## config.mk

```make
export PLATFORM = sky130hd
export DESIGN_NAME = vram_arbiter
export DESIGN_NICKNAME = d
export VERILOG_FILES = /design/src/rtl/ppu_pkg.sv /design/src/rtl/vram_wr_fifo.sv /design/src/rtl/vram_arbiter.sv
export SDC_FILE = /design/constraint.sdc
export NUM_CORES = 1
export LEC_CHECK = 0
export BUFFER_PORTS_ARGS = -buffer_cell sky130_fd_sc_hd__buf_2
export CELL_PAD_IN_SITES_DETAIL_PLACEMENT = 2
export CELL_PAD_IN_SITES_GLOBAL_PLACEMENT = 2
export CORE_MARGIN = 8
export CORE_UTILIZATION = 38
export DETAILED_ROUTE_END_ITERATION = 8
export PLACE_DENSITY_LB_ADDON = 0.1
export SETUP_SLACK_MARGIN = 0.3
export SYNTH_ARGS = -nofsm -noshare
export SYNTH_HDL_FRONTEND = slang
export SYNTH_SLANG_ARGS = --single-unit
```

## constraint.sdc

```tcl
create_clock -name vga_clk -period 3.1 [get_ports vga_clk]
set_input_delay 0.465 -clock vga_clk [delete_from_list [all_inputs] [get_ports vga_clk]]
set_output_delay 0.465 -clock vga_clk [all_outputs]
set_load 0.005 [all_outputs]
```

## src/rtl/ppu_pkg.sv

```systemverilog
// ppu_pkg -- shared definitions for the PPU / VRAM path.
//   vram_state_t  : video timing phase seen by the VRAM arbiter
//   PIX_INVALID   : pix_x/pix_y value outside the active area
//   VBLANK_RUN    : consecutive blank cycles after which blanking is vertical
//   HBLANK_GUARD  : last blank_run value (exclusive) at which HBLANK writes may start
package ppu_pkg;

  typedef enum logic [1:0] {
    ACTIVE = 2'd0,
    HBLANK = 2'd1,
    VBLANK = 2'd2
  } vram_state_t;

  localparam logic [11:0] PIX_INVALID   = 12'hFFF;
  localparam logic [10:0] VBLANK_RUN    = 11'd255;
  localparam logic [10:0] HBLANK_GUARD  = 11'd150;
  localparam logic [10:0] BLANK_RUN_MAX = 11'd2047;

endpackage

```

## src/rtl/vram_wr_fifo.sv

```systemverilog
// vram_wr_fifo -- synchronous first-word-fall-through FIFO for queued CPU writes.
//   vga_clk, rstn  : clock, asynchronous active-low reset (discards contents)
//   push/push_data : write an entry (ignored when full)
//   pop            : consume the head entry (ignored when empty)
//   head           : current head entry, valid whenever empty=0
//   empty, level   : status; level counts entries 0..DEPTH
// DEPTH must be a power of two in 2..16 so the pointers wrap naturally.
module vram_wr_fifo #(
  parameter int unsigned WIDTH = 27,
  parameter int unsigned DEPTH = 4
) (
  input  logic             vga_clk,
  input  logic             rstn,
  input  logic             push,
  input  logic [WIDTH-1:0] push_data,
  input  logic             pop,
  output logic [WIDTH-1:0] head,
  output logic             empty,
  output logic [4:0]       level
);

  localparam int unsigned PW = $clog2(DEPTH);

  logic [WIDTH-1:0] mem [DEPTH];
  logic [PW-1:0]    wr_ptr;
  logic [PW-1:0]    rd_ptr;
  logic [4:0]       count;
  logic             do_push;
  logic             do_pop;

  assign do_push = push && (count < 5'(DEPTH));
  assign do_pop  = pop && (count != 5'd0);

  always_ff @(posedge vga_clk or negedge rstn) begin
    if (!rstn) begin
      wr_ptr <= '0;
      rd_ptr <= '0;
      count  <= '0;
    end else begin
      if (do_push) wr_ptr <= wr_ptr + 1'b1;
      if (do_pop)  rd_ptr <= rd_ptr + 1'b1;
      case ({do_push, do_pop})
        2'b10:   count <= count + 5'd1;
        2'b01:   count <= count - 5'd1;
        default: count <= count;
      endcase
    end
  end

  // Storage needs no reset: the pointers alone decide what is valid.
  always_ff @(posedge vga_clk) begin
    if (do_push) mem[wr_ptr] <= push_data;
  end

  assign head  = mem[rd_ptr];
  assign empty = (count == 5'd0);
  assign level = count;

endmodule

```

## src/rtl/vram_arbiter.sv

```systemverilog
// vram_arbiter -- shares a single-port VRAM between PPU reads and queued CPU writes.
//   vga_clk, rstn              : pixel clock, asynchronous active-low reset
//   pix_x, pix_y               : active-area coordinates, 12'hFFF when blanking
//   ppu_req/ppu_addr           : PPU read, always wins the RAM in the same cycle
//   ppu_rvalid/ppu_rdata       : read return one cycle after ppu_req
//   cpu_wr_valid/ready/addr/data : CPU write into the write FIFO
//   ram_en/ram_we/ram_addr/ram_wdata/ram_rdata : single-port RAM, 1-cycle read
//   fifo_level                 : queued CPU writes
//   frame_start                : one-cycle pulse at the first pixel of a frame
// Build option: define VRAM_ARB_HBLANK_WR_EN to also drain the FIFO early in
// horizontal blanking; otherwise writes drain only during vertical blanking.
module vram_arbiter
  import ppu_pkg::*;
#(
  parameter int unsigned AW    = 15,
  parameter int unsigned DEPTH = 4
) (
  input  logic          vga_clk,
  input  logic          rstn,
  input  logic [11:0]   pix_x,
  input  logic [11:0]   pix_y,
  input  logic          ppu_req,
  input  logic [AW-1:0] ppu_addr,
  output logic          ppu_rvalid,
  output logic [11:0]   ppu_rdata,
  input  logic          cpu_wr_valid,
  output logic          cpu_wr_ready,
  input  logic [AW-1:0] cpu_wr_addr,
  input  logic [11:0]   cpu_wr_data,
  output logic          ram_en,
  output logic          ram_we,
  output logic [AW-1:0] ram_addr,
  output logic [11:0]   ram_wdata,
  input  logic [11:0]   ram_rdata,
  output logic [4:0]    fifo_level,
  output logic          frame_start
);

  localparam int unsigned FW = AW + 12;

  vram_state_t   state_q;
  vram_state_t   state_d;
  logic [10:0]   blank_run;
  logic          active;
  logic          wr_window;
  logic          fifo_push;
  logic          fifo_pop;
  logic          fifo_empty;
  logic [FW-1:0] fifo_head;
  logic [AW-1:0] head_addr;
  logic [11:0]   head_data;

  assign active = (pix_x != PIX_INVALID);

  // Length of the current blanking stretch; long stretches mean vertical blank.
  always_ff @(posedge vga_clk or negedge rstn) begin
    if (!rstn) begin
      blank_run <= '0;
    end else if (active) begin
      blank_run <= '0;
    end else if (blank_run != BLANK_RUN_MAX) begin
      blank_run <= blank_run + 11'd1;
    end
  end

  always_ff @(posedge vga_clk or negedge rstn) begin
    if (!rstn) state_q <= VBLANK;
    else       state_q <= state_d;
  end

  always_comb begin
    state_d = state_q;
    if (active) begin
      state_d = ACTIVE;
    end else if (blank_run >= VBLANK_RUN) begin
      state_d = VBLANK;
    end else if (state_q != VBLANK) begin
      state_d = HBLANK;
    end
  end

`ifdef VRAM_ARB_HBLANK_WR_EN
  // HBLANK writes stop well before the blank ends so a queued write can never
  // collide with the PPU fetches that precede the next active line.
  assign wr_window = (state_q == VBLANK) ||
                     ((state_q == HBLANK) && (blank_run < HBLANK_GUARD));
`else
  assign wr_window = (state_q == VBLANK);
`endif

  assign cpu_wr_ready = (fifo_level < 5'(DEPTH));
  assign fifo_push    = cpu_wr_valid && cpu_wr_ready;
  // A write blocked by the PPU simply is not popped, so it retries in place.
  assign fifo_pop     = !ppu_req && wr_window && !fifo_empty;

  vram_wr_fifo #(
    .WIDTH (FW),
    .DEPTH (DEPTH)
  ) u_wr_fifo (
    .vga_clk   (vga_clk),
    .rstn      (rstn),
    .push      (fifo_push),
    .push_data ({cpu_wr_addr, cpu_wr_data}),
    .pop       (fifo_pop),
    .head      (fifo_head),
    .empty     (fifo_empty),
    .level     (fifo_level)
  );

  assign {head_addr, head_data} = fifo_head;

  always_comb begin
    ram_en    = 1'b0;
    ram_we    = 1'b0;
    ram_addr  = '0;
    ram_wdata = '0;
    if (ppu_req) begin
      ram_en   = 1'b1;
      ram_addr = ppu_addr;
    end else if (fifo_pop) begin
      ram_en    = 1'b1;
      ram_we    = 1'b1;
      ram_addr  = head_addr;
      ram_wdata = head_data;
    end
  end

  always_ff @(posedge vga_clk or negedge rstn) begin
    if (!rstn) begin
      ppu_rvalid  <= 1'b0;
      frame_start <= 1'b0;
    end else begin
      ppu_rvalid  <= ppu_req;
      // Pixel (0,0) after any blanking: only the first pixel of a frame.
      frame_start <= (pix_x == 12'd0) && (pix_y == 12'd0) && (state_q != ACTIVE);
    end
  end

  assign ppu_rdata = ram_rdata;

endmodule

```

==> tab_implementation.tex <==
\begin{tabular}{lr}
\hline
Metric & Value \\
\hline
\multicolumn{2}{l}{\textbf{Global routing}} \\
Number of global-route vias before repair & 4046 \\
Pin count of the biggest net entering global routing & 31 \\
First-pass GRT wire length & 23.0 mm \\
Global-route total usage across every layer & between 10\% and 20\% \\
Antenna violations before repair & 0 \\
Congestion Overflow GR & 0 \\
\multicolumn{2}{l}{\textbf{Drt}} \\
1st-iter DRT viols & 185 \\
Number of vias per cell & around 5.4 \\
Remaining DRCs & 0 \\
Total number of vias & 3424 \\
Wirelength per Cell & between 20 and 25 um \\
Number of search-and-repair iterations in the first detailed-routing pass & 5 \\
Routed wire length & approximately 14 mm \\
Antenna Violating Nets Remaining & 0 \\
\multicolumn{2}{l}{\textbf{Synthesis}} \\
Share of synthesized registers carrying an async set or reset & 18.2\% \\
Number of flip-flops and latches in the synthesized netlist & 132 \\
Number of enable-type register cells in the synthesized netlist & 108 \\
Synthesized netlist net count & around 430 \\
Biggest area consumer among synthesized cells & sky130\_fd\_sc\_hd\_\_edfxtp\_1 \\
Syn\_area\_per\_cell & approximately 17 um\^{}2 \\
Top-area cell type share of the netlist area & a little under three fifths \\
Most common library cells after synthesis & sky130\_fd\_sc\_hd\_\_edfxtp\_1, sky130\_fd\_sc\_hd\_\_mux4\_2, sky130\_fd\_sc\_hd\_\_dfrtp\_1, sky130\_fd\_sc\_hd\_\_a22o\_1, sky130\_fd\_sc\_hd\_\_and2\_1 \\
Cells after synthesis & $\sim$340 \\
Top cells by area, synth & sky130\_fd\_sc\_hd\_\_edfxtp\_1, sky130\_fd\_sc\_hd\_\_mux4\_2, sky130\_fd\_sc\_hd\_\_dfrtp\_1 \\
Sequential element share of the synthesized area & around 67\% \\
Total of warnings raised by yosys & 0 \\
Post-Syn Area & 5700 um\^{}2 \\
Synth unique cells & 48 \\
Flip-flop cell with the highest count after synthesis & sky130\_fd\_sc\_hd\_\_edfxtp\_1 \\
Most frequent cell after synthesis & sky130\_fd\_sc\_hd\_\_edfxtp\_1 \\
\multicolumn{2}{l}{\textbf{Place}} \\
HPWL Detailed & 9.70 mm \\
Number of placed cells counting well taps & 603 \\
IO buf count & about 110 \\
Routability congestion estimate & just over 0.7 \\
\multicolumn{2}{l}{\textbf{Clock network}} \\
Buffer depth of the longest clock path & 2 \\
Clock buffers created by TritonCTS & 17 \\
Clock edge transition at the registers on the reported setup and hold paths & approximately 0.06 ns \\
Clk\_lat worst skew & between 0.4 and 0.5 ns \\
Clock tree sinks & 132 \\
Clock tree from TritonCTS & built \\
Cell at the root of the clock tree & sky130\_fd\_sc\_hd\_\_clkbuf\_16 \\
Count of H-tree levels built during CTS & 4 \\
\multicolumn{2}{l}{\textbf{Critical path}} \\
Kind of critical path & reg2reg \\
CP Data Required Time & about 3.4 ns \\
Highest net fanout along the worst path & 8 \\
Crit end category & flop \\
Data arrival time at the worst-slack endpoint & 2.95 ns \\
Sort of element at the start of the critical path & flop \\
\multicolumn{2}{l}{\textbf{Status}} \\
Run status & finished clean \\
\multicolumn{2}{l}{\textbf{STA}} \\
Worst relative slew slack & 47.3\% \\
Setup total negative slack & 0 ns \\
Endpoints failing setup & 0 \\
F\_max & around 370 MHz \\
Final-report max-slew violation count & 0 \\
Minimum clock period after layout & between 2 and 3 ns \\
Final Hold Fails & 0 \\
Slew of the pin with the lowest slew margin & just under 0.8 ns \\
Setup repair after global routing missed its margin & true \\
Final period utilization & $\sim$87\% \\
Clock tree skew after final layout & between 0.007 and 0.008 ns \\
\multicolumn{2}{l}{\textbf{Floorplan}} \\
Effective utilization at floorplan & between 30 and 40\% \\
Die Ht & between 100 and 150 um \\
Core Rows & 44 \\
Count of boundary I/O pins & 131 \\
Core Footprint & roughly 15000 um\^{}2 \\
Die Span X & approximately 140 um \\
Total Die Area & 19200 um\^{}2 \\
\multicolumn{2}{l}{\textbf{Final layout}} \\
Layout Area Growth over Synthesis & 21.0\% \\
\# nets final & around 530 \\
Post-Layout Cell Count & approximately 640 \\
Inserted Diodes & 0 \\
Reg area & approximately 3800 um\^{}2 \\
Fillers & between 1k and 1.5k \\
Area used by multi-input combinational logic & about 1600 um\^{}2 \\
Ratio of cells with drive above 1 in the final layout & between 30\% and 40\% \\
\multicolumn{2}{l}{\textbf{Power and ir drop}} \\
Leakage & roughly 2.6 nW \\
P per Cell Area & between 700 and 800 nW/um\^{}2 \\
IR drop worst, VDD & 0.460 mV \\
Total power draw & around 4.9 mW \\
\multicolumn{2}{l}{\textbf{Min path}} \\
Hold WC Path Type & in2async \\
\multicolumn{2}{l}{\textbf{Run}} \\
Max-Cap Viols & 0 \\
\hline
\end{tabular}
where the power goes:
part	internal, mW	leakage, nW	switching (mW)
clock network	1.17	0.267	0.744
registers	2.20	1.30	0.116
logic	0.279	1.02	0.376
total	3.65	2.59	1.24
sequential cells by signal (all words and copies together), names as in the netlist:
name	cells
state_q	2
ppu_rvalid	1
u_wr_fifo.mem	108
u_wr_fifo.wr_ptr	2
blank_run	11
u_wr_fifo.rd_ptr	2
frame_start	1
u_wr_fifo.level	5
cell families after synthesis:
family                   synth area share (%)
AO/OA/AOI/OAI                            6.01
multiplexers                             11.2
buffers and inverters                    4.02
flip-flops                               67.4
AND/OR/NAND/NOR                          7.66
adder cells (fa/ha/maj)                  2.33
XOR/XNOR                                 1.36
cells in the final DEF, fill, tap and decap left out, types with 3 or more instances in the layout:
cell type and count:
sky130_fd_sc_hd__or3_1 3, sky130_fd_sc_hd__nor2_1 10, sky130_fd_sc_hd__buf_4 5, sky130_fd_sc_hd__nor3_1 4, sky130_fd_sc_hd__inv_6 3, sky130_fd_sc_hd__dfrtp_1 22
sky130_fd_sc_hd__and3_2 4, sky130_fd_sc_hd__nand3_1 6, sky130_fd_sc_hd__nor4_1 6, sky130_fd_sc_hd__clkbuf_16 17, sky130_fd_sc_hd__inv_1 9, sky130_fd_sc_hd__buf_2 106
sky130_fd_sc_hd__mux2i_1 3, sky130_fd_sc_hd__mux4_2 27, sky130_fd_sc_hd__a21oi_1 5, sky130_fd_sc_hd__xnor2_1 5, sky130_fd_sc_hd__o21ai_0 9, sky130_fd_sc_hd__ha_1 8
sky130_fd_sc_hd__nand4_1 6, sky130_fd_sc_hd__nand2_1 10, sky130_fd_sc_hd__clkinv_1 5, sky130_fd_sc_hd__and2_1 15, sky130_fd_sc_hd__a22o_1 15, sky130_fd_sc_hd__clkinvlp_4 3
sky130_fd_sc_hd__edfxtp_1 108
worst paths after layout:
check	start	endpoint	slack [ns]	depth (start not counted)
setup / recovery	u_wr_fifo.level[4]	u_wr_fifo.level[4]	0.41	9
hold / removal	rstn	blank_run[5]	0.07	1
setup reg to reg	u_wr_fifo.level[4]	u_wr_fifo.level[4]	0.41	9
hold reg to reg	blank_run[6]	blank_run[6]	0.55	1
max in group asynchronous	rstn	u_wr_fifo.rd_ptr[0]	2.56	1
min in group vga_clk	cpu_wr_data[0]	u_wr_fifo.mem[1][0]	0.26	1
per-layer routing:
metal / global-route usage, % / up-vias / share of wire, %
li1: - / 1536 / -
met1: 18.1 / 1762 / 44
met2: 26.4 / 101 / 50
met3: 4.83 / 25 / 4.9
met4: 6.35 / 0 / 1.7
met5: 0 / - / 0
repair_timing:
action                     CTS  global route
hold buffers                 0             0
pin swaps                    1             0
gates resized for setup      1             1
setup endpoints to repair   11             2
setup buffers                2             0
final cells by class:
class / count / area share [%]
sequential: 132 / 55.8
multi-input combinational: 168 / 23.7
timing repair buffer: 112 / 8.52
clock buffer: 17 / 6.17
tap: 184 / 3.34
clock inverter: 15 / 1.99
inverter: 9 / 0.490
critical path, stage by stage, from the launching register on:
cell	delay, ns
sky130_fd_sc_hd__dfrtp_1	0.46
sky130_fd_sc_hd__nor3_4	0.09
sky130_fd_sc_hd__buf_4	0.15
sky130_fd_sc_hd__a2111oi_4	0.32
sky130_fd_sc_hd__ha_2	0.33
sky130_fd_sc_hd__ha_1	0.30
sky130_fd_sc_hd__nor2b_1	0.16
sky130_fd_sc_hd__o21a_1	0.21
sky130_fd_sc_hd__o311ai_0	0.32
sky130_fd_sc_hd__o311ai_0	0.19
per-stage QoR:
step	util, %	hold WS (ns)	setup slack, ns	cell area [um^2]
3_5_place_dp	43.3	0.520	0.266	6320
6_report	47.3	0.0701	0.410	6900
2_1_floorplan	-	0.169	0.503	5700
3_3_place_gp	43.3	0.504	0.480	6320
5_1_grt	47.3	0.0865	0.259	6900
4_1_cts	47.3	0.0627	0.312	6900
Note: power is estimated with default switching activity, not from simulation.
